<file path="config.mk">
export PLATFORM = sky130hd
export DESIGN_NAME = symbol_word_packer
export DESIGN_NICKNAME = d
export VERILOG_FILES = /design/src/rtl/symbol_word_packer.sv
export SDC_FILE = /design/constraint.sdc
export NUM_CORES = 1
export LEC_CHECK = 0
export ABC_AREA = 1
export CORE_MARGIN = 8
export CORE_UTILIZATION = 58
export DETAILED_ROUTE_END_ITERATION = 10
export GPL_ROUTABILITY_DRIVEN = 0
export GPL_TIMING_DRIVEN = 0
export PLACE_DENSITY = 0.95
export REMOVE_ABC_BUFFERS = 1
export SYNTH_ARGS = -nofsm -noshare
export SYNTH_HDL_FRONTEND = slang
export SYNTH_SLANG_ARGS = --single-unit
</file>
<file path="constraint.sdc">
create_clock -name clk -period 3.7 [get_ports clk]
set_clock_uncertainty 0.1 [all_clocks]
set_input_delay 0.555 -clock clk [delete_from_list [all_inputs] [get_ports clk]]
set_output_delay 0.555 -clock clk [all_outputs]
set_load 0.01 [all_outputs]
</file>
<file path="src/rtl/symbol_word_packer.sv">
// Packs SYM_W-bit symbols MSB-first into SYMS_PER_WORD-symbol words over valid/ready streams.
// Optional PACKER_WORD_CNT_EN adds a saturating 32-bit count of delivered words (word_cnt).
module symbol_word_packer #(
   parameter int SYM_W = 8,
   parameter int SYMS_PER_WORD = 4,
   localparam int WORD_W = SYM_W * SYMS_PER_WORD,
   localparam int CNT_W = $clog2(SYMS_PER_WORD + 1)
) (
   input  logic              clk,
   input  logic              rst,
   input  logic              s_valid,
   output logic              s_ready,
   input  logic [SYM_W-1:0]  s_sym,
   input  logic              s_last,
   input  logic              flush,
   output logic              m_valid,
   input  logic              m_ready,
   output logic [WORD_W-1:0] m_word,
   output logic [CNT_W-1:0]  m_count,
   output logic              m_last
`ifdef PACKER_WORD_CNT_EN
   ,
   output logic [31:0]       word_cnt
`endif
);

   logic [WORD_W-1:0] acc_p0;
   logic [CNT_W-1:0]  cnt_p0;
   logic [WORD_W-1:0] acc_ins;
   logic [WORD_W-1:0] sym_msb;
   logic [CNT_W-1:0]  cnt_inc;
   logic              accept;
   logic              last_eff;
   logic              close_sym;
   logic              close_flush;

   assign s_ready = !m_valid || m_ready;
   assign accept  = s_valid && s_ready;
   // A flush arriving together with a symbol behaves as s_last on that symbol.
   assign last_eff = s_last || flush;

   always_comb begin
      sym_msb     = {s_sym, {(WORD_W - SYM_W){1'b0}}};
      acc_ins     = acc_p0 | (sym_msb >> (SYM_W * int'(cnt_p0)));
      cnt_inc     = cnt_p0 + CNT_W'(1);
      close_sym   = accept && ((cnt_inc == CNT_W'(SYMS_PER_WORD)) || last_eff);
      close_flush = !accept && flush && (cnt_p0 != '0) && s_ready;
   end

   // Stage p0 -> output holding register
   always_ff @(posedge clk) begin
      if (rst) begin
         acc_p0  <= '0;
         cnt_p0  <= '0;
         m_valid <= 1'b0;
         m_word  <= '0;
         m_count <= '0;
         m_last  <= 1'b0;
      end else if (close_sym) begin
         m_word  <= acc_ins;
         m_count <= cnt_inc;
         m_last  <= last_eff;
         m_valid <= 1'b1;
         acc_p0  <= '0;
         cnt_p0  <= '0;
      end else if (close_flush) begin
         m_word  <= acc_p0;
         m_count <= cnt_p0;
         m_last  <= 1'b1;
         m_valid <= 1'b1;
         acc_p0  <= '0;
         cnt_p0  <= '0;
      end else begin
         if (m_valid && m_ready) m_valid <= 1'b0;
         if (accept) begin
            acc_p0 <= acc_ins;
            cnt_p0 <= cnt_inc;
         end
      end
   end

`ifdef PACKER_WORD_CNT_EN
   function automatic logic [31:0] sat_inc32(input logic [31:0] v);
      return (v == 32'hFFFF_FFFF) ? v : v + 32'd1;
   endfunction

   always_ff @(posedge clk) begin
      if (rst) word_cnt <= '0;
      else if (m_valid && m_ready) word_cnt <= sat_inc32(word_cnt);
   end
`endif

endmodule

</file>
==> results.txt, run 1 <==
Status: completed
Met3 WL post-DR: 537 um
Ports: 52
Post-Synth Adder-Cell Area: 1.11%
Die area: 0.00855 mm2
Slowest stage cell on the critical path: nand3b_2
Routed wl met2: 4.11 mm
Slowest Stage Delay on Critical Path: 0.75 ns
Number of distinct library cells after synthesis: 21
Post-synthesis sequential area ratio: 42.5%
DRT antenna net count: 0
Vias in the first global route: 3129
Hold Path Origin: acc_p0[31]$_SDFFE_PP0P_
Iter 0 DRT Violations: 333
Reg2reg end: acc_p0[25]$_SDFFE_PP0P_
Antenna Cells: 0
CTS tree: built
Synth Register Bits: 72
Hpwl dp: 4.82 mm
Post-Synthesis Cells: 505
Antenna violations before repair: 0
Syn-to-layout area delta: 20.3%
Largest net degree at the start of global routing: 41
Detailed Routing Iterations Pass 1: 4
Setup CP Type: reg -> reg
DR WL/cell: 13.1 um
Most frequent cells in the layout: 141 x nor2_1, 100 x nand2_1, 72 x dfxtp_1
Pre-CTS setup slack: -0.104 ns
RSZ-0062 raised after global routing: false
Max Used Layer: met4
Mux cell area share after synthesis: 0%
Actual slew at the worst max-slew pin: 1.20 ns
Tmin final: 3.44 ns
Wire length on met1: 3.26 mm
DRC Markers: 0
Most used cell, CP: ha_1
Crit-path max FO: 40
Final Max Slew Viols: 0
Gr usage total: 19.4%
Inserted Clock Buffers: 9
Final setup viols: 0
CTS sink count: 72
Core area: 0.00578 mm2
Power per standard cell area: 435 mW/mm2
First-pass GRT wire length: 13.7 mm
H-Tree Depth: 3
Hold depth: 2
Compound-cell area share of the yosys netlist: 5.64%
Inst Count DP: 602
Total power: 1.77 mW
Layout fillers: 433
Post-Layout Cell Count: 616
Routed wire length: 8.08 mm
Root buffer cell: clkbuf_8
Clk Latency, worst-skew pair: 0.35 ns
Reg-to-Reg Start: cnt_p0[0]$_SDFFE_PP0P_
R2R depth: 8
Row Count: 28
Tcrit/Tclk final: 92.9%
Hold Path End: acc_p0[31]$_SDFFE_PP0P_
WP data required: 3.88 ns
Critical-path cell list: ha_1 > ha_1 > nand3b_2 > nand2_8 > nand2_2 > inv_4 > nand2_4 > nor2_1
Largest family of logic cells by synthesized area: simple AND/OR/NAND/NOR gates
Min-Delay Path Class: reg -> reg
Post-CTS Setup Inserts: 0
Post-Synth Simple-Gate Area: 40.7%
Most common cell after layout, fill and taps aside: nor2_1
Fin. Hold Viols: 0
Slew Limit Headroom: 19.8%
Reg2Reg Setup Slack: 0.26 ns
Critical path launch point type: register
Initial Utilization: 58.7%
Synth Warn #: 0
PnR worst setup slack: 0.263 ns
Post-Synth XOR/XNOR Area: 0.258%
Fin nets: 555
Routed via count: 3196
Post-CTS Hold Fix Bufs: 0
Via density: 5.19
Max frequency: 291 MHz
Port bufs: 51
FF/Latch Area: 0.00144 mm2
Mapped Area: 0.00339 mm2
VDD IR max: 371 uV
Clk pin slew, worst setup/hold paths: 0.07 ns
CTS Buffer Depth: 2
Fraction of layout cells with a size suffix above 1: 3.70%
GRT overflow: 0
Utilization after layout: 70.6%
WP data arrival: 3.62 ns
Nature of the critical path endpoint: register
Multi-input gate area: 0.00163 mm2
Die width: 92.5 um
Die Y: 92.5 um
Synth Area per Inst: 6.72 um2
Total of max-cap violations: 0
Leakage: 1.81 nW
[cell type report]
class	instances	share of cell area [%]
Multi-Input combinational cell	355	40.0
Sequential cell	72	35.3
Timing Repair Buffer	53	13.9
Inverter	47	4.38
Clock buffer	13	3.40
Tap cell	75	2.30
Clock inverter	1	0.736
[how the worst max path moves through the flow]
stage,from,cells after the start,slack [ns],endpoint
after floorplan,m_ready,7,0.67,acc_p0[0]$_SDFFE_PP0P_
after global placement,s_valid,8,-0.59,acc_p0[8]$_SDFFE_PP0P_
after detailed placement,flush,8,-0.10,acc_p0[25]$_SDFFE_PP0P_
after CTS,cnt_p0[0]$_SDFFE_PP0P_,8,0.20,acc_p0[6]$_SDFFE_PP0P_
after global routing,cnt_p0[0]$_SDFFE_PP0P_,8,0.03,acc_p0[25]$_SDFFE_PP0P_
final,cnt_p0[0]$_SDFFE_PP0P_,8,0.26,acc_p0[25]$_SDFFE_PP0P_
[sequential cells by signal, indices dropped and copies added, names as in the netlist]
register,count
acc_p0,32
m_word,32
cnt_p0,3
m_count,3
m_last,1
m_valid,1
[synthesized netlist by cell type (all sizes together)]
cell type / n / share of area [%]
xor2: 1 / 0.26
o21ai: 3 / 0.44
nor2: 141 / 16
nand3b: 36 / 8.1
clkbuf: 9 / 1.0
inv: 47 / 5.3
dfxtp: 72 / 42
ha: 3 / 1.1
nand3: 35 / 5.3
buf: 22 / 3.5
nand2: 103 / 12
a21oi: 33 / 5.2
[timing repair]
item | 4_1_cts | 5_1_grt
resized for setup | 1 | 1
cloned | 0 | 0
endpoints found under the setup margin | 35 | 35
[kinds of logic (layout without fill, tap and decap cells)]
family / count (synthesis) / count (layout)
AOI/OAI and AO/OA: 36 / 36
DFF: 72 / 72
buffers and inverters: 78 / 114
xor gates and xnor gates: 1 / 1
and+or+nand+nor: 315 / 315
adders and majority gates: 3 / 3
[where the power goes]
part | switching [mW] | internal, mW
sequential | 0.0240 | 0.821
combinational | 0.192 | 0.159
clock | 0.273 | 0.306
total | 0.490 | 1.28
[routing by layer]
metal  vias up  global-route usage [%]
li1       1639                       -
met1      1435                    21.3
met2       106                    34.3
met3        16                    4.94
met4         0                    9.13
met5         -                       0
[worst max-delay path, delay by kind of cell (launching register included)]
kind	cells	cell delay, ns
DFF	1	0.46
and+or+nand+nor	5	1.98
buffers and inverters	1	0.34
adders and majority gates	2	0.44
[stage by stage]
step           area (um2)  TNS (ns)  hold slack [ns]
2_1_floorplan        3240         0            0.352
3_3_place_gp         3840    -32.70            0.360
3_5_place_dp         3900     -2.57            0.369
4_1_cts              4070         0            0.385
5_1_grt              4080         0            0.398
6_report             4080         0            0.385
No activity file was read; power rests on OpenSTA's default activity.
==> run 2, diff against run 1 <==
--- a/config.mk
+++ b/config.mk
@@ -7,11 +7,11 @@
 export LEC_CHECK = 0
 export ABC_AREA = 1
 export CORE_MARGIN = 8
-export CORE_UTILIZATION = 58
+export CORE_UTILIZATION = 50
 export DETAILED_ROUTE_END_ITERATION = 10
 export GPL_ROUTABILITY_DRIVEN = 0
 export GPL_TIMING_DRIVEN = 0
-export PLACE_DENSITY = 0.95
+export PLACE_DENSITY = 0.86
 export REMOVE_ABC_BUFFERS = 1
 export SYNTH_ARGS = -nofsm -noshare
 export SYNTH_HDL_FRONTEND = slang
==> run 2 against run 1 <==
Net effect:
- global-route usage down 2.1 points
- first-iteration DRC count shrank 29%
- cell count grew 0.97%
- setup slack better by 0.13 ns
- sequential cell count unchanged
- critical path depth is the same
- hold slack about the same
- total power increased by 0.12%
- die area up 13%
- via count grew 0.50%
- highest routed layer unchanged
==> results.txt, run 2 (synthesis gave the netlist of run 1 again) <==
Status: completed
Die Y: 98.4 um
Slew Limit Headroom: 16.5%
Largest registers: acc_p0 x32, m_word x32
DRC Markers: 0
Routed via count: 3212
Gr usage total: 17.3%
Actual slew at the worst max-slew pin: 1.25 ns
Design area: 0.00409 mm2
Via density: 5.16
Total of max-cap violations: 0
Hpwl dp: 5.13 mm
Post-CTS Setup Inserts: 0
WP data arrival: 3.43 ns
Critical path launch point type: register
Port bufs: 51
RSZ-0062 raised after global routing: false
Fin. Hold Viols: 0
Layout fillers: 569
Fraction of layout cells with a size suffix above 1: 4.24%
Min-Delay Path Class: reg -> reg
Post-Layout Cell Count: 622
Post-CTS Hold Fix Bufs: 0
CTS tree: built
CTS Buffer Depth: 2
First-pass GRT wire length: 14.0 mm
Iter 0 DRT Violations: 238
Syn-to-layout area delta: 20.4%
Reg2Reg Setup Slack: 0.40 ns
FF/Latch Area: 0.00144 mm2
PnR worst setup slack: 0.396 ns
Crit-path max FO: 36
Utilization after layout: 61.2%
Clk Latency, worst-skew pair: 0.35 ns
Reg-to-Reg Start: cnt_p0[0]$_SDFFE_PP0P_
Crit. Startpoint: cnt_p0[0]$_SDFFE_PP0P_
H-Tree Depth: 3
R2R depth: 8
Die area: 0.00968 mm2
Ports: 52
Multi-input gate area: 0.00164 mm2
Setup CP Type: reg -> reg
Final setup viols: 0
Total power: 1.78 mW
Final Max Slew Viols: 0
Root buffer cell: clkbuf_8
Fin nets: 554
Largest net degree at the start of global routing: 41
Inserted Clock Buffers: 9
Post-Place Cell Area: 0.00388 mm2
Leakage: 1.81 nW
GRT overflow: 0
Inst Count DP: 606
Row Count: 30
Routed wire length: 8.28 mm
Pre-CTS setup slack: -0.135 ns
CTS sink count: 72
Post-CTS sizing: 1
DRT antenna net count: 0
Die width: 98.4 um
Reg2reg end: acc_p0[9]$_SDFFE_PP0P_
Antenna violations before repair: 0
Max frequency: 303 MHz
Vias in the first global route: 3205
Nature of the critical path endpoint: register
Antenna Cells: 0
Critical Path End: acc_p0[9]$_SDFFE_PP0P_
Initial Utilization: 50.8%
Most frequent cells in the layout: 141 x nor2_1, 100 x nand2_1, 72 x dfxtp_1
Detailed Routing Iterations Pass 1: 4
Power per standard cell area: 435 mW/mm2
DR WL/cell: 13.3 um
Tcrit/Tclk final: 89.3%
Core area: 0.00668 mm2
VDD IR max: 218 uV
WP data required: 3.82 ns
Most common cell after layout, fill and taps aside: nor2_1
Tmin final: 3.30 ns
Clk pin slew, worst setup/hold paths: 0.08 ns
[run 2: changes by cell type in the layout (fill, tap and decap cells not counted)]
cell and change:
buf_16 -1, bufinv_16 -1, clkbuf_1 -2, clkbuf_8 +3
clkinv_2 +1, clkinvlp_4 +1, nand3b_2 -1, nand3b_4 +1
[run 2: through the flow]
stage	hold slack [ns]	setup TNS [ns]
floorplan	0.352	0
global placement	0.360	-35.92
global route	0.403	0
CTS	0.388	0
finish	0.385	0
detailed placement	0.368	-3.39
[run 2: power by group]
part	internal (mW)	total (mW)	switching (mW)
logic	0.155	0.348	0.193
registers	0.820	0.845	0.0246
clock network	0.298	0.584	0.286
[run 2: layout make-up]
class | count | share of cell area [%]
clock buffer | 14 | 4.23
sequential | 72 | 35.3
multi-input combinational | 355 | 40.2
inverter | 47 | 4.38
clock inverter | 2 | 0.306
tap | 80 | 2.45
timing repair buffer | 52 | 13.2
[run 2: critical path, cell delays in order, from the launching register on]
cell and delay, ns:
dfxtp_1 0.62, inv_1 0.37, ha_1 0.33, nand2_1 0.09, nand3_2 0.61, nand2_2 0.36, inv_4 0.19, nand2_4 0.37
nor2_1 0.09
[run 2: how the worst min path moves through the flow]
| stage | start | to | slack [ns] | cells past startpoint |
|---|---|---|---|---|
| after floorplan | acc_p0[0]$_SDFFE_PP0P_ | acc_p0[0]$_SDFFE_PP0P_ | 0.35 | 2 |
| after global placement | acc_p0[25]$_SDFFE_PP0P_ | acc_p0[25]$_SDFFE_PP0P_ | 0.36 | 2 |
| after detailed placement | acc_p0[10]$_SDFFE_PP0P_ | acc_p0[10]$_SDFFE_PP0P_ | 0.37 | 2 |
| after CTS | acc_p0[20]$_SDFFE_PP0P_ | acc_p0[20]$_SDFFE_PP0P_ | 0.39 | 2 |
| after global routing | acc_p0[11]$_SDFFE_PP0P_ | acc_p0[11]$_SDFFE_PP0P_ | 0.40 | 2 |
| final | acc_p0[14]$_SDFFE_PP0P_ | acc_p0[14]$_SDFFE_PP0P_ | 0.39 | 2 |
[run 2: metal layers]
layer	vias up	wire (um)	GRT usage, %
met4	0	172	8.97
met1	1488	3460	18.6
li1	1625	-	-
met2	83	4130	30.8
met3	16	516	4.13
met5	-	0	0
